**src/rtl/decoder_seq_pkg.sv**
```systemverilog
// Shared encodings for the sequenced decoder: operating modes, sweep states
// and the step-counter width helper.
package decoder_seq_pkg;

  typedef enum logic [1:0] {
    MODE_DIRECT = 2'b00,
    MODE_SCAN   = 2'b01,
    MODE_SWEEP  = 2'b10,
    MODE_HOLD   = 2'b11
  } mode_e;

  typedef enum logic [1:0] {
    ST_IDLE  = 2'b00,
    ST_SWEEP = 2'b01,
    ST_DONE  = 2'b10
  } state_e;

  // Counter must be able to hold every value 0..STEP_DIV.
  function automatic int step_cnt_w(input int div);
    return $clog2(div + 1);
  endfunction

endpackage

```
**src/rtl/decoder_tick_gen.sv**
```systemverilog
// Step divider: emits one tick every STEP_DIV cycles in which run is high.
// clr restarts the count, and a cycle with both clr and run counts as the first.
module decoder_tick_gen
  import decoder_seq_pkg::*;
#(
  parameter int STEP_DIV = 4
) (
  input  logic clk,
  input  logic rst_n,
  input  logic run,
  input  logic clr,
  output logic tick
);

  localparam int CW = step_cnt_w(STEP_DIV);
  localparam logic [CW-1:0] LAST = CW'(STEP_DIV - 1);

  logic [CW-1:0] r_cnt;
  logic [CW-1:0] w_base;
  logic [CW-1:0] w_cnt_nxt;

  always_comb begin
    w_base    = clr ? '0 : r_cnt;
    tick      = run && (w_base == LAST);
    w_cnt_nxt = w_base;
    if (run) begin
      w_cnt_nxt = tick ? '0 : w_base + CW'(1);
    end
  end

  always_ff @(posedge clk or negedge rst_n) begin
    if (!rst_n) begin
      r_cnt <= '0;
    end else begin
      r_cnt <= w_cnt_nxt;
    end
  end

endmodule

```
**src/rtl/decoder_seq.sv**
```systemverilog
// Sequenced one-hot decoder: direct select, free-running scan, or a one-shot
// sweep through every output with busy/done handshake.
module decoder_seq
  import decoder_seq_pkg::*;
#(
  parameter int N        = 3,
  parameter int OUT_W    = 2**N,
  parameter int STEP_DIV = 4,
  parameter bit ACT_LOW  = 1'b0
) (
  input  logic             clk,
  input  logic             rst_n,
  input  logic             en,
  input  logic [1:0]       mode,
  input  logic [N-1:0]     sel,
  input  logic             start,
  output logic [OUT_W-1:0] dec_out,
  output logic [N-1:0]     idx,
  output logic             busy,
  output logic             done
);

  localparam logic [N-1:0] IDX_LAST = N'(OUT_W - 1);

  mode_e            w_mode;
  mode_e            r_mode_q;
  state_e           r_state;
  state_e           w_state_nxt;
  logic [N-1:0]     r_idx;
  logic [N-1:0]     w_idx_nxt;
  logic [OUT_W-1:0] r_dec;
  logic [OUT_W-1:0] w_dec_nxt;
  logic             w_mode_chg;
  logic             w_start_acc;
  logic             w_run;
  logic             w_clr;
  logic             w_tick;
  logic             w_at_last;

  assign w_mode      = mode_e'(mode);
  assign w_mode_chg  = en && (w_mode != r_mode_q);
  assign w_start_acc = en && (w_mode == MODE_SWEEP) && (r_state == ST_IDLE) && start;
  assign w_at_last   = (r_idx == IDX_LAST);

  // Counter runs only while stepping; DIRECT pins it to zero.
  assign w_run = en && ((w_mode == MODE_SCAN) ||
                        ((w_mode == MODE_SWEEP) && (r_state == ST_SWEEP)));
  assign w_clr = w_mode_chg || w_start_acc || (en && (w_mode == MODE_DIRECT));

  decoder_tick_gen #(
    .STEP_DIV (STEP_DIV)
  ) u_tick (
    .clk   (clk),
    .rst_n (rst_n),
    .run   (w_run),
    .clr   (w_clr),
    .tick  (w_tick)
  );

  always_ff @(posedge clk or negedge rst_n) begin
    if (!rst_n) begin
      r_state <= ST_IDLE;
    end else begin
      r_state <= w_state_nxt;
    end
  end

  always_comb begin
    w_state_nxt = r_state;
    if (en) begin
      case (r_state)
        ST_IDLE:  if (w_start_acc) w_state_nxt = ST_SWEEP;
        ST_SWEEP: begin
          if (w_mode != MODE_SWEEP) begin
            w_state_nxt = ST_IDLE;
          end else if (w_tick && w_at_last) begin
            w_state_nxt = ST_DONE;
          end
        end
        ST_DONE:  w_state_nxt = ST_IDLE;
        default:  w_state_nxt = ST_IDLE;
      endcase
    end
  end

  always_comb begin
    busy = (r_state == ST_SWEEP);
    done = (r_state == ST_DONE);
  end

  always_comb begin
    w_idx_nxt = r_idx;
    if (en) begin
      case (w_mode)
        MODE_DIRECT: w_idx_nxt = sel;
        MODE_SCAN:   if (w_tick) w_idx_nxt = r_idx + N'(1);
        MODE_SWEEP: begin
          if (w_start_acc) begin
            w_idx_nxt = '0;
          end else if ((r_state == ST_SWEEP) && w_tick && !w_at_last) begin
            w_idx_nxt = r_idx + N'(1);
          end
        end
        default:     w_idx_nxt = r_idx;
      endcase
    end
  end

  // Decode from the next index so dec_out and idx always agree.
  always_comb begin
    w_dec_nxt = '0;
    for (int k = 0; k < OUT_W; k++) begin
      w_dec_nxt[k] = (w_idx_nxt == N'(k));
    end
  end

  always_ff @(posedge clk or negedge rst_n) begin
    if (!rst_n) begin
      r_idx    <= '0;
      r_dec    <= '0;
      r_mode_q <= MODE_DIRECT;
    end else begin
      r_idx <= w_idx_nxt;
      r_dec <= en ? w_dec_nxt : '0;
      if (en) begin
        r_mode_q <= w_mode;
      end
    end
  end

  assign idx     = r_idx;
  assign dec_out = r_dec ^ {OUT_W{ACT_LOW}};

endmodule

```
**config.mk**
```make
export PLATFORM = sky130hd
export DESIGN_NAME = decoder_seq
export DESIGN_NICKNAME = d
export VERILOG_FILES = /design/src/rtl/decoder_seq_pkg.sv /design/src/rtl/decoder_tick_gen.sv /design/src/rtl/decoder_seq.sv
export SDC_FILE = /design/constraint.sdc
export NUM_CORES = 1
export LEC_CHECK = 0
export ABC_AREA = 0
export CAP_MARGIN = 5
export CORE_ASPECT_RATIO = 1.1
export CORE_MARGIN = 5
export CORE_UTILIZATION = 45
export CTS_CLUSTER_DIAMETER = 80
export CTS_CLUSTER_SIZE = 24
export DETAILED_ROUTE_END_ITERATION = 10
export PLACE_DENSITY = 0.73
export SYNTH_ARGS = -nofsm -noshare
export SYNTH_HDL_FRONTEND = slang
export SYNTH_SLANG_ARGS = --single-unit
```
**constraint.sdc**
```tcl
create_clock -name clk -period 6 [get_ports clk]
set_input_delay 0.9 -clock clk [delete_from_list [all_inputs] [get_ports clk]]
set_output_delay 0.9 -clock clk [all_outputs]
set_load 0.01 [all_outputs]
```
# After elaboration in Yosys (flattened, before gate mapping)
# Index checks and enable logic that the tools add are counted.
classes:
  addsub: 2
  eq_ne: 17
  mux: 13
  reduce_logical: 19
ops:
  columns: ["operator", "count"]
  rows:
  - ["two-way mux 3 bit", 7]
  - ["equality test 3 bit (second input constant)", 5]
  - ["logical AND 1 bit", 11]
  - ["equality test 3 x 2 -> 1 bit (second input constant)", 3]
  - ["case mux 3 bit (3 select lines)", 1]
  - ["two-way mux 8 bit", 1]
  - ["adder 3 x 1 -> 3 bit (second input constant)", 2]
  - ["two-way mux 2 bit", 3]
  - ["equality test 2 x 1 -> 1 bit (second input constant)", 2]
  - ["equality test 2 bit (second input constant)", 2]
  - ["zero test 2 bit", 2]
  - ["inequality test 2 bit (second input constant)", 2]
  - ["case mux 2 bit (2 select lines)", 1]
  - ["equality test 3 x 1 -> 1 bit (second input constant)", 1]
  - ["zero test 3 bit", 1]
  - ["logical OR 1 bit", 3]
  - ["inequality test 3 x 1 -> 1 bit (second input constant)", 1]
  - ["AND reduction 3 bit", 1]
  - ["inequality test 2 bit", 1]
  - ["zero test 1 bit", 1]
totals:
  reg_bits: 18
  in_bits: 9
  out_inout_bits: 13
  word_cells: 56

# Logic depth before layout (Yosys ltp)
# Gate-level depths: netlist of run 1.
depth:
  depth_word: 17
  ltp_mapped: 12
  depth_no_buf: 11

# Hierarchy
# Synthesis of run 1 repeated with hierarchy kept, for this count alone.
hier_totals:
  hier_cells: 102
  hier_area_um2: 1054.8
modules_own_cells:
  columns: ["mod", "instances", "cells_each", "area_per_inst_um2", "seq_area_each_um2"]
  rows:
  - ["decoder_seq", 1, 88, 890.9, 375.4]
  - ["decoder_tick_gen", 1, 14, 163.9, 75.1]

# Least setup slack after synthesis of run 1
# OpenSTA, ideal clock, no wires.
synth_path:
  kind: "input port to flip-flop"
  startpoint: "input port mode[1]"
  endpoint: "register r_dec[0], in the netlist dec_out[0]"
  setup_time_ns: 0.086
  t_arrival_ns: 3.473
  required_time_ns: 5.914
  slack_ns: 2.440
  cell_stages: 12
  n_path_buf: 1
  path_cell_list: "xor2_1 o211ai_1 clkbuf_1 and3_1 ha_1 nand2_1 a2111o_1 a211o_1 a2111oi_2 or3_4 inv_4 nor3_1"
synth_between:
  elab_chain_len: 17
  elab_cells_between_ends: 26
  cone_classes: "eq/ne: 4; mux: 7; reduce/logical: 15"
synth_rtl:
  columns: ["element", "line_no", "source"]
  rows:
  - ["start, declared", "decoder_seq.sv:14", "input logic [1:0] mode,"]
  - ["equality test 2 bit", "decoder_seq.sv:42, decoder_seq.sv:47, decoder_seq.sv:94", null]
  - ["logical AND 1 bit (3 in a row)", "decoder_seq.sv:42", "assign w_start_acc = en && (w_mode == MODE_SWEEP) && (r_state == ST_IDLE) && start;"]
  - ["logical OR 1 bit (2 in a row)", "decoder_seq.sv:48", "assign w_clr = w_mode_chg || w_start_acc || (en && (w_mode == MODE_DIRECT));"]
  - ["two-way mux 3 bit", "decoder_tick_gen.sv:23", "w_base = clr ? '0 : r_cnt;"]
  - ["equality test 3 x 2 -> 1 bit", "decoder_tick_gen.sv:24", "tick = run && (w_base == LAST);"]
  - ["logical AND 1 bit", "decoder_tick_gen.sv:24", null]
  - ["logical AND 1 bit (2 in a row)", "decoder_seq.sv:100", "end else if ((r_state == ST_SWEEP) && w_tick && !w_at_last) begin"]
  - ["two-way mux 3 bit", "decoder_seq.sv:100", null]
  - ["two-way mux 3 bit", "decoder_seq.sv:98", "if (w_start_acc) begin"]
  - ["case mux 3 bit (3 select lines) *", "decoder_seq.sv:94", "case (w_mode)"]
  - ["two-way mux 3 bit *", "decoder_seq.sv:93", "if (en) begin"]
  - ["via w_idx_nxt[1]", "decoder_seq.sv:30", "logic [N-1:0] w_idx_nxt;"]
  - ["zero test 3 bit *", "decoder_seq.sv:113", "w_dec_nxt[k] = (w_idx_nxt == N'(k));"]
  - ["two-way mux 8 bit *", "decoder_seq.sv:124", "r_dec <= en ? w_dec_nxt : '0;"]
  - ["end signal, assigned", "decoder_seq.sv:124", null]
  - ["end, declared", "decoder_seq.sv:31", "logic [OUT_W-1:0] r_dec;"]
# Mark *: on every way through the listed nets, which the timed path passes. The rest lies on a longest branch.
# A chain may end at the register's enable or synchronous reset.

# Final worst setup path of run 1
layout_path:
  startpoint: "input port mode[1]"
  endpoint: "register r_dec[5], in the netlist dec_out[5]"
layout_between:
  elab_chain_len: 17
  elab_cells_between_ends: 26
  cone_classes: "eq/ne: 5; mux: 7; reduce/logical: 14"
layout_rtl:
  columns: ["element", "line_no"]
  rows:
  - ["equality test 2 bit", "decoder_seq.sv:42, decoder_seq.sv:47, decoder_seq.sv:94"]
  - ["logical AND 1 bit (3 in a row)", "decoder_seq.sv:42"]
  - ["logical OR 1 bit (2 in a row)", "decoder_seq.sv:48"]
  - ["two-way mux 3 bit", "decoder_tick_gen.sv:23"]
  - ["equality test 3 x 2 -> 1 bit", "decoder_tick_gen.sv:24"]
  - ["logical AND 1 bit", "decoder_tick_gen.sv:24"]
  - ["logical AND 1 bit (2 in a row)", "decoder_seq.sv:100"]
  - ["two-way mux 3 bit", "decoder_seq.sv:100"]
  - ["two-way mux 3 bit", "decoder_seq.sv:98"]
  - ["case mux 3 bit (3 select lines) *", "decoder_seq.sv:94"]
  - ["two-way mux 3 bit *", "decoder_seq.sv:93"]
  - ["via w_idx_nxt[1]", "decoder_seq.sv:30"]
  - ["equality test 3 bit *", "decoder_seq.sv:113"]
  - ["two-way mux 8 bit *", "decoder_seq.sv:124"]
# Marks and branches as above.

==> qor.yml, run 1 <==
job:
  maxCapViolations: 0
timing:
  fmax_ghz: 0.223
  fin_skew_ps: 7.00
  setup_viol: 0
  hold_viol: 0
  fin_crit_sh: 0.747
  worst_slew_pin_slew_ps: 805
  tns_ps: 0
  rsz0062_at_grt: "false"
  period_needed_ps: 4480
  relSlewSlack: 0.461
  drv_slew: 0
cts:
  cts_resized: 0
  clkTransAtPathRegs_ps: 100
  clockBufferDepth: 2
  clock_latency_ps: 290
  htree_levels: 1
  cts_hold_buf: 0
  cts_sinks: 18
  cts_root_buf: "clkbuf_4"
  cts-buffers-inserted: 3
  cts_tree: "yes"
  post-cts-setup-buffer-count: 0
grt:
  grt_usage: 0.145
  grt_max_degree: 19
  grt_pass1_vias: 923
  grt_pass1_wl_mm: 4.13
  overflow: 0
  antenna_found_initial: 0
pwr:
  power.density_mw_per_mm2: 226
  swShare: 0.308
  ir_drop_mv: 0.192
  p_leak_nw: 0.600
  clockPowerShare: 0.231
  p_int_mw: 0.218
  pwr-share-comb: 0.306
  design_power_total_mw: 0.314
  p_sw_mw: 0.0966
  seq_power_share: 0.463
floorplanning:
  start_util: 0.458
  pin_count: 22
  core_mm2: 0.00245
  die_area_mm2: 0.00359
  fp.dieH_um: 62.4
  fp-row-count: 19
  die_width_um: 57.6
cells_and_area:
  nets: 152
  final_common_cell: "clkdlybuf4s50_1"
  multi_input_area_um2: 636
  final_cell_mix: "clkdlybuf4s50_1, dfrtp_1, nand2_1"
  fillerInstances: 220
  drive_above_1_share: 0.0791
  antenna_cells: 0
  seq_area_um2: 450
  synthToLayoutAreaGrowth_pct: 23.7
synth:
  ys_seq_elements: 18
  synth_flop_cell: "dfrtp_1"
  synth.cell_area_mm2: 0.00112
  synth_edf_count: 0
  ys_types: 46
  synthCells: 119
  yosysWarnings: 0
  seq_area_frac_synth: 0.401
  syn_nets: 131
  async_flop_share: 1.00
  avgSynthCellArea_um2: 9.43
hold_path:
  whs_endpoint: "r_mode_q[0]"
  hold_depth: 1
  hold_class: "reg2reg"
  min-delay-start: "r_mode_q[0]"
setup_path:
  max_stage_delay_ps: 670
  arrival_ps: 4690
  crit_chain: "clkdlybuf4s50_1 -> xor2_1 -> o211ai_1 -> and3_1 -> ha_1 -> nand2_1 -> a2111o_1 -> a211o_1 -> a2111oi_2 -> or3_4 -> inv_4 -> nor3_1"
  critPathCaptureType: "flip-flop"
  worst-path-max-fanout: 14
  r2r-start: "r_mode_q[1]"
  cp-start-kind: "input pin"
  crit_slowest_cell: "o211ai_1"
  cp.required_ps: 6210
  critPathTopFamily: "compound AO/OA/AOI/OAI gates"
  regToRegSetupSlack_ps: 2430
  path_buf_inv: 2
  worst-r2r-cell-count: 11
  critPathKind: "in2reg"
  worstReg2RegEnd: "dec_out[5]"
detailed_routing:
  vias_per_cell: 6.01
  finalWirelength_mm: 2.48
  final_antenna_net_count: 0
  wl_per_cell_um: 14.6
  vias: 1022
  drc: 0
  drt_iter0_markers: 29
  drt_pass1_iterations: 4
placement:
  io_buffers: 21
  gp_congestion: 0.864
  dpl.hpwl_mm: 1.94
status:
  status: "finished clean"
## per-stage QoR
stage               cell area, um2  setup slack, ps  instances  hold WS [ps]  utilization
floorplan                     1120             2440        119           496            -
global placement              1350             1370        166           518        0.552
detailed placement            1350             1270        166           531        0.552
CTS                           1390             1570        170           553        0.567
global route                  1390             1330        170           586        0.567
finish                        1390             1520        170           544        0.567
## power groups by stage
stage                     logic [mW]  clock network [mW]  registers, mW
after floorplan               0.0538                   0          0.148
after global placement        0.0951                   0          0.147
after detailed placement      0.0956                   0          0.148
after CTS                     0.0960              0.0752          0.145
after global routing           0.104              0.0810          0.147
final                         0.0961              0.0727          0.145
## Yosys cell counts (2+ instances only)
master / count / share of area
nor2_1: 6 / 0.020
o211ai_1: 2 / 0.013
inv_1: 3 / 0.010
o21ai_0: 3 / 0.013
nand2b_1: 4 / 0.022
clkbuf_1: 5 / 0.017
a22o_1: 2 / 0.016
a211oi_1: 2 / 0.013
a211o_1: 2 / 0.016
a31oi_1: 2 / 0.011
ha_1: 3 / 0.033
o31ai_1: 2 / 0.013
mux2_2: 2 / 0.020
nand3_1: 5 / 0.022
nor2b_1: 4 / 0.022
and3_1: 5 / 0.028
nor3_1: 9 / 0.040
nand2_1: 10 / 0.033
dfrtp_1: 18 / 0.40
a21oi_1: 4 / 0.018
## sequential cells by signal (all words and copies together), names as in the netlist
register,flops
idx,3
u_tick.r_cnt,3
r_state,2
dec_out,8
r_mode_q,2
## layer usage
layer / vias to the layer above / share of wire / GRT usage / wire [um]
met1: 488 / 0.40 / 0.176 / 1000
met2: 42 / 0.52 / 0.254 / 1290
met3: 2 / 0.064 / 0.0269 / 158
met4: 0 / 0.012 / 0.0435 / 31
li1: 490 / - / - / -
met5: - / 0 / 0 / 0
## kinds of logic (layout without fill, tap and decap cells)
family,Yosys count,count (layout),share of synthesized area
flops,18,18,0.401
mux,3,3,0.0290
compound gates,30,30,0.215
fa+ha+maj,3,3,0.0334
xor+xnor,2,2,0.0156
simple gates,54,54,0.273
buf+inv,9,29,0.0323
## area by class of cell
cell class | instances | area share
timing repair buffer | 21 | 0.151
tap | 31 | 0.0279
multi-input combinational | 92 | 0.458
clock buffer | 4 | 0.0261
sequential | 18 | 0.324
inverter | 4 | 0.0126
## worst max-delay path by stage
stage                       start         end  slack (ps)  cells past startpoint
final                     mode[1]  dec_out[5]        1520                     12
after floorplan           mode[1]  dec_out[0]        2440                     12
after global routing      mode[1]  dec_out[1]        1330                     12
after global placement    mode[1]  dec_out[5]        1370                     12
after CTS                 mode[1]  dec_out[5]        1570                     12
after detailed placement  mode[1]  dec_out[5]        1270                     12
## worst reg2reg max path: stages (launching register included)
cell and delay, ps:
dfrtp_1 420, xor2_1 160, o211ai_1 670, and3_1 310, ha_1 190, nand2_1 90
a2111o_1 490, a211o_1 310, a2111oi_2 360, or3_4 220, inv_4 50, nor3_1 210
No activity file was read; power rests on OpenSTA's default activity.
==> run 2, diff against run 1 <==
PLACE_DENSITY = 0.76   (was 0.73)
clock period = 3.9 ns   (was 6 ns; I/O delays follow)
==> run 2 against run 1 <==
Net effect:
- clock skew up 1.1 ps
- critical path depth shrank 1
- die area did not move
- utilization rose by 1.2 points
- critical path type unchanged
- critical endpoint is now dec_out[2]
- highest routed layer unchanged
==> qor.yml, run 2 (synthesis gave the netlist of run 1 again) <==
timing:
  setup_viol: 0
  rsz0062_at_grt: "false"
  hold_viol: 0
  fmax_ghz: 0.286
  layout_setup_ws_ps: 404
  worst_slew_pin_slew_ps: 789
  relSlewSlack: 0.472
  fin_crit_sh: 0.896
  drv_slew: 0
  fin_skew_ps: 8.09
  period_needed_ps: 3500
  tns_ps: 0
grt:
  grt_max_degree: 19
  overflow: 0
  met1_usage: 0.181
  use_met3: 0.0310
  grt_usage: 0.154
  antenna_found_initial: 0
  use_met2: 0.271
  top_usage_layer: "met2"
  grt_pass1_vias: 1008
  grt_pass1_wl_mm: 4.40
pwr:
  power.density_mw_per_mm2: 344
  p_leak_nw: 0.619
  design_power_total_mw: 0.488
  ir_drop_mv: 0.237
setup_path:
  r2r-start: "r_state[0]"
  arrival_ps: 3700
  cp.required_ps: 4100
  regToRegSetupSlack_ps: 830
  critPathCaptureType: "flip-flop"
  critPathKind: "in2reg"
  worstReg2RegEnd: "dec_out[7]"
  cp-start-kind: "input pin"
  worst-r2r-cell-count: 10
  worst-path-max-fanout: 8
cells_and_area:
  antenna_cells: 0
  nets: 156
  final_common_cell: "clkdlybuf4s50_1"
  final_area_mm2: 0.00142
  fillerInstances: 217
  final_cell_mix: "clkdlybuf4s50_1, dfrtp_1, nand2_1"
  finish.utilization: 0.579
  drive_above_1_share: 0.105
  largest_reg_flops: 8
  synthToLayoutAreaGrowth_pct: 26.4
hold_path:
  hold_class: "reg2reg"
  hold_depth: 1
  min-delay-start: "r_mode_q[0]"
  whs_endpoint: "r_mode_q[0]"
detailed_routing:
  wl_per_cell_um: 15.3
  drc: 0
  vias: 1032
  vias_per_cell: 5.93
  drt_pass1_iterations: 4
  drt_iter0_markers: 39
  finalWirelength_mm: 2.66
  final_antenna_net_count: 0
floorplanning:
  die_width_um: 57.6
  pin_count: 22
  core_mm2: 0.00245
  fp-row-count: 19
  die_area_mm2: 0.00359
  start_util: 0.458
  fp.dieH_um: 62.4
placement:
  dpl.hpwl_mm: 2.08
  gp_congestion: 0.909
  io_buffers: 21
  pre_cts_ws_ps: 126
  dpl-instance-area_mm2: 0.00138
cts:
  clockBufferDepth: 2
  cts_root_buf: "clkbuf_4"
  cts-buffers-inserted: 3
  cts_resized: 0
  clkTransAtPathRegs_ps: 100
  post-cts-setup-buffer-count: 0
  clock_latency_ps: 290
  cts_tree: "yes"
  htree_levels: 1
  cts_sinks: 18
  cts_hold_buf: 0
status:
  status: "finished clean"
job:
  maxCapViolations: 0
## run 2: cell count changes in the layout (fill, tap and decap cells not counted)
cell and change:
buf_4 +4
## run 2: per-stage QoR
step / hold WS (ps) / std cells
2_1_floorplan: 289 / 119
4_1_cts: 545 / 174
6_report: 546 / 174
3_5_place_dp: 521 / 170
3_3_place_gp: 520 / 170
5_1_grt: 594 / 174
## run 2: cell type report
| cell class | count | area [um2] | share of cell area |
|---|---|---|---|
| timing repair buffer | 25 | 240 | 0.169 |
| multi-input combinational | 92 | 636 | 0.448 |
| clock buffer | 4 | 36.3 | 0.0256 |
| sequential | 18 | 450 | 0.317 |
| tap | 31 | 38.8 | 0.0273 |
| inverter | 4 | 17.5 | 0.0123 |
## run 2: worst max-delay path by stage
stage / start / to / slack [ps] / cells after the start
after floorplan: mode[1] / dec_out[0] / 660 / 12
after global placement: mode[0] / dec_out[5] / 180 / 12
after detailed placement: mode[1] / dec_out[2] / 130 / 11
after CTS: mode[1] / dec_out[2] / 410 / 11
after global routing: mode[1] / dec_out[2] / 200 / 11
final: mode[1] / dec_out[2] / 400 / 11
## run 2: where the power goes
part           internal, mW  switching, mW
logic                0.0761         0.0768
registers             0.205         0.0176
clock network        0.0568         0.0558
## run 2: metal layers
layer	vias up	wire, um
met1	486	1070
li1	504	-
met3	6	166
met5	-	0
met4	0	57
met2	36	1360
## run 2: worst max-delay path, cell delays in order
cell and delay [ps]:
clkdlybuf4s50_1 530, xor2_1 220, o211ai_1 230, and3_1 230, ha_1 190, nand2_1 90, a2111o_1 470, a21o_1 210
a311oi_1 460, o31ai_1 230, nor3_1 250
